$ cat config.mk
export PLATFORM = sky130hd
export DESIGN_NAME = pipe_hazard_ctrl
export DESIGN_NICKNAME = d
export VERILOG_FILES = /design/src/rtl/pipe_hazard_ctrl.sv
export SDC_FILE = /design/constraint.sdc
export NUM_CORES = 1
export LEC_CHECK = 0
export CORE_UTILIZATION = 47
export CTS_CLUSTER_DIAMETER = 120
export DETAILED_ROUTE_END_ITERATION = 10
export PLACE_DENSITY = 0.84
export SYNTH_ARGS = -nofsm -noshare
export SYNTH_HDL_FRONTEND = slang
export SYNTH_SLANG_ARGS = --single-unit
$ cat constraint.sdc
create_clock -name clk -period 2.05 [get_ports clk]
set_input_delay 0.3075 -clock clk [delete_from_list [all_inputs] [get_ports clk]]
set_output_delay 0.3075 -clock clk [all_outputs]
set_load 0.005 [all_outputs]
$ cat src/rtl/pipe_hazard_ctrl.sv
// pipe_hazard_ctrl -- hazard and stall/flush controller for the 5-stage pipeline.
//
// Detects load-use hazards (ID vs. load in EX), control redirects from EX and
// data-memory freezes in MEM, and drives the PC / pipeline-register enables and
// bubble-flush controls. A data-memory access that stays unacknowledged for
// TIMEOUT freeze cycles halts the core until reset.
//
// Ports:
//   clk, rst                      clock, synchronous active-high reset
//   id_rs1, id_rs2                source registers of the ID instruction
//   id_rs1_used, id_rs2_used      ID instruction really reads rs1 / rs2
//   ex_rd, ex_memread             destination / is-load of the EX instruction
//   ex_npc_op                     next-PC op of EX (nonzero = redirect)
//   mem_req, mem_ack              data-memory handshake of the MEM instruction
//   pc_en .. ex_mem_en            load enables
//   if_id_flush .. mem_wb_flush   load a bubble this cycle
//   pc_redirect                   PC takes the EX-computed target
//   halted                        core halted after a memory timeout
//   stall_cnt, flush_cnt          saturating performance counters
module pipe_hazard_ctrl #(
    parameter int TIMEOUT = 16,
    parameter int CNT_W   = 16
) (
    input  logic             clk,
    input  logic             rst,
    input  logic [4:0]       id_rs1,
    input  logic [4:0]       id_rs2,
    input  logic             id_rs1_used,
    input  logic             id_rs2_used,
    input  logic [4:0]       ex_rd,
    input  logic             ex_memread,
    input  logic [2:0]       ex_npc_op,
    input  logic             mem_req,
    input  logic             mem_ack,
    output logic             pc_en,
    output logic             if_id_en,
    output logic             id_ex_en,
    output logic             ex_mem_en,
    output logic             if_id_flush,
    output logic             id_ex_flush,
    output logic             mem_wb_flush,
    output logic             pc_redirect,
    output logic             halted,
    output logic [CNT_W-1:0] stall_cnt,
    output logic [CNT_W-1:0] flush_cnt
);

    typedef enum logic [1:0] {RUN, MEM_WAIT, HALT} state_t;

    localparam logic [7:0] LAST_WAIT = 8'(TIMEOUT - 1);

    state_t     state;
    logic [7:0] wait_cnt;

    logic freeze, redir, lu, rs1_hit, rs2_hit;

    // HALT keeps the whole pipe frozen regardless of the memory handshake.
    assign freeze  = (state == HALT) | (mem_req & ~mem_ack);
    // A redirect in EX cannot leave while EX is frozen; it is taken on release.
    assign redir   = (ex_npc_op != 3'b000) & ~freeze;
    assign rs1_hit = id_rs1_used & (id_rs1 == ex_rd);
    assign rs2_hit = id_rs2_used & (id_rs2 == ex_rd);
    // x0 is never a real dependency.
    assign lu      = ex_memread & (ex_rd != 5'd0) & (rs1_hit | rs2_hit) & ~freeze & ~redir;

    always_comb begin
        pc_en        = 1'b1;
        if_id_en     = 1'b1;
        id_ex_en     = 1'b1;
        ex_mem_en    = 1'b1;
        if_id_flush  = 1'b0;
        id_ex_flush  = 1'b0;
        mem_wb_flush = 1'b0;
        pc_redirect  = 1'b0;
        if (rst) begin
            // Flush everything so the pipe comes out of reset full of bubbles.
            if_id_flush  = 1'b1;
            id_ex_flush  = 1'b1;
            mem_wb_flush = 1'b1;
        end else if (freeze) begin
            pc_en        = 1'b0;
            if_id_en     = 1'b0;
            id_ex_en     = 1'b0;
            ex_mem_en    = 1'b0;
            mem_wb_flush = 1'b1;
        end else if (redir) begin
            pc_redirect  = 1'b1;
            if_id_flush  = 1'b1;
            id_ex_flush  = 1'b1;
        end else if (lu) begin
            pc_en        = 1'b0;
            if_id_en     = 1'b0;
            id_ex_flush  = 1'b1;
        end
    end

    always_ff @(posedge clk) begin
        if (rst) begin
            state     <= RUN;
            wait_cnt  <= 8'd0;
            halted    <= 1'b0;
            stall_cnt <= '0;
            flush_cnt <= '0;
        end else begin
            case (state)
                RUN: begin
                    if (freeze) begin
                        state    <= MEM_WAIT;
                        wait_cnt <= 8'd1;
                    end
                end
                MEM_WAIT: begin
                    // Ack in the last allowed cycle still beats the timeout.
                    if (mem_ack) begin
                        state <= RUN;
                    end else if (wait_cnt == LAST_WAIT) begin
                        state  <= HALT;
                        halted <= 1'b1;
                    end else begin
                        wait_cnt <= wait_cnt + 8'd1;
                    end
                end
                HALT:    state <= HALT;
                default: state <= RUN;
            endcase

            if (!pc_en && state != HALT && stall_cnt != '1)
                stall_cnt <= stall_cnt + 1'b1;
            if (pc_redirect && flush_cnt != '1)
                flush_cnt <= flush_cnt + 1'b1;
        end
    end

endmodule

==> impl_metrics.json <==
{
  "outcome": "complete, no violations",
  "rsz0062_at_grt": "true",
  "clk_pin_slew_ps": 80,
  "die_x_um": 71.4,
  "via_per_inst": 5.78,
  "p_switching_uw": 408,
  "synthArstFlopShare_pct": 0,
  "grt_pass1_wl_um": 10000,
  "htreeDepth": 2,
  "synth_area_leaders": "dfxtp_1 (38%), xnor2_1 (8.5%), nor2_1 (5.6%)",
  "gp_routability_congestion": 0.837,
  "ys_warn_count": 0,
  "p_int_uw": 1330,
  "yosysSeqAreaShare_pct": 38.0,
  "nNetsFinal": 411,
  "yosysTopAreaCellShare_pct": 38.0,
  "arrival_ps": 2210,
  "final_cell_mix": "buf_4 (40), clkdlybuf4s50_1 (39), dfxtp_1 (37)",
  "post_dp_cell_area_um2": 3180,
  "crit_chain": "buf_8, or4_4, o21ai_2, buf_4, a211oi_2, a22oi_2, clkbuf_16, mux2i_2, nor2_1",
  "holdCritPathClass": "flip-flop to flip-flop",
  "synth_nets": 303,
  "setup.worst_path.end_class": "flip-flop",
  "slew_viol_final": 0,
  "synth-edff-count": 0,
  "fin_crit_sh_pct": 98.7,
  "cp_slowest_cell": "or4_4",
  "fin_area_um2": 3530,
  "n_antenna_cell": 0,
  "path_depth": 9,
  "worst-path-buf-inv": 3,
  "cellPowerDensity_nw_per_um2": 492,
  "tightest_slew_ps": 512,
  "area_delta_synth_final_pct": 56.1,
  "core_um2": 4500,
  "power.leakage_uw": 0.00137,
  "relSlewSlack_pct": 65.9,
  "cp.required_ps": 2240,
  "hold_depth": 2,
  "clock.fmax_mhz": 494,
  "synthFlopType": "dfxtp_1",
  "seqPwrFrac_pct": 48.9,
  "num-fill-cells": 291,
  "fin_total_pwr_uw": 1740,
  "grt_antenna_before_repair": 0,
  "dr.pass1.iters": 4,
  "cts_root_buf": "clkbuf_8",
  "first_global_vias": 2311,
  "start_util_pct": 50.3,
  "min_period_ps": 2020,
  "ys_ff_latch": 43,
  "remaining_drc_errors": 0,
  "drv_cap": 0,
  "cts_num_sinks": 43,
  "hpwlAfterDp_um": 3920,
  "dieHeight_um": 71.4,
  "startpoint_type": "primary input",
  "layout_commonest_cell": "buf_4",
  "vdd_ir_drop_max_v": 0.000343,
  "crit_family": "compound AO/OA/AOI/OAI gates",
  "syn_inst": 275,
  "yosys.cell_types.count": 39,
  "cts_tree": "built",
  "io_pins": 66,
  "synth_area_um2": 2260,
  "drive_above_1_share_pct": 24.2,
  "cts_buffer_depth": 2,
  "vias": 2519,
  "path_class": "primary input to flip-flop",
  "numPortBuffers": 65,
  "setup_tns_ps": 0,
  "setup_viol": 0,
  "finalWirelength_um": 6430,
  "numCtsBuffers": 5,
  "first_iter_violations": 185,
  "clockPowerShare_pct": 38.6,
  "hold_viol": 0,
  "overflow": 0,
  "grtUsageTotal_pct": 24.3,
  "insertion_delay_ps": 300,
  "cp_max_fo": 7,
  "die_area_um2": 5100,
  "p_comb_share_pct": 12.5,
  "ff2ff_path_depth": 7,
  "skew_ps": 7.01,
  "grt_max_degree": 24,
  "synth_area_per_cell_um2": 8.24,
  "wl_per_cell_um": 14.7,
  "slowest_delay_ps": 530,
  "p_sw_share_pct": 23.5,
  "yosys.area.top_type": "dfxtp_1",
  "postRouteAntennaNets": 0,
  "core.rowCount": 24
}
tightest hold or removal path: stages (launching register included):
cell and delay (ps):
dfxtp_1 310, inv_1 40, a21oi_1 50
Yosys cell counts, types with 2 or more instances:
library cell,count
nand2_1,21
o21ai_0,14
a21oi_1,19
or4_1,7
nand2b_1,4
and3_1,7
o21a_1,4
nand3_1,14
inv_1,8
ha_1,3
nand4b_1,2
xor2_1,10
nor2_1,34
clkbuf_1,3
xnor2_1,22
nand4_1,10
nor3_1,12
buf_6,3
buf_4,2
o31ai_1,4
or3_1,11
nor2b_1,2
dfxtp_1,43
area by class of cell:
class,instances,area [um2],area share (%)
inverters,9,33.8,0.956
multi-input cells,215,1430,40.4
clock inverters,3,43.8,1.24
repair buffers,109,1030,29.1
clock buffers,5,68.8,1.95
well taps,52,65.1,1.84
flip-flops and latches,43,868,24.6
final timing paths:
| path | start | to | slack [ps] |
|---|---|---|---|
| min | halted | halted | 450 |
| max reg2reg | stall_cnt[4] | stall_cnt[1] | 30 |
| min reg2reg | halted | halted | 450 |
| max | ex_rd[3] | stall_cnt[1] | 30 |
metal layers:
| layer | wire, um | vias to the layer above | part of all wire [%] | global-route usage (%) |
|---|---|---|---|---|
| met5 | 0 | - | 0 | 0 |
| met4 | 130 | 0 | 2.0 | 8.44 |
| met3 | 425 | 17 | 6.6 | 5.77 |
| met2 | 3090 | 103 | 48 | 39.8 |
| met1 | 2790 | 1209 | 43 | 31.4 |
| li1 | - | 1190 | - | - |
cell families after synthesis:
| logic type | synth area share, % |
|---|---|
| XOR/XNOR | 12.4 |
| AO/OA/AOI/OAI | 12.5 |
| flip-flops | 38.0 |
| buffers and inverters | 4.14 |
| AND/OR/NAND/NOR | 30.8 |
| adder cells (fa/ha/maj) | 1.66 |
| multiplexers | 0.442 |
registers in the layout (all words and copies together), names as in the netlist:
signal / flops
state: 2
flush_cnt: 16
halted: 1
stall_cnt: 16
wait_cnt: 8
per-stage QoR:
| step | cells | util (%) | worst slack [ps] | hold slack [ps] |
|---|---|---|---|---|
| 2_1_floorplan | 275 | - | 161 | 442 |
| 3_3_place_gp | 417 | 70.6 | -527 | 432 |
| 3_5_place_dp | 417 | 70.6 | -581 | 438 |
| 4_1_cts | 434 | 77.0 | -20.2 | 451 |
| 5_1_grt | 436 | 78.5 | -71.0 | 486 |
| 6_report | 436 | 78.5 | 27.3 | 446 |
power by group through the flow:
stage	sequential, uW	combinational [uW]	clock [uW]
2_1_floorplan	868	79.1	0
3_3_place_gp	868	192	0
3_5_place_dp	868	195	0
4_1_cts	849	211	675
5_1_grt	850	234	721
6_report	849	218	671
timing repair:
item | in CTS | in global routing
hold buffers | 0 | 0
setup buffers | 6 | 3
endpoints found under the setup margin | 22 | 19
gates resized for setup | 41 | 45
cloned | 3 | 0
pin swaps | 9 | 21
hold endpoints to repair | 0 | 0
No activity file was read; power rests on OpenSTA's default activity.
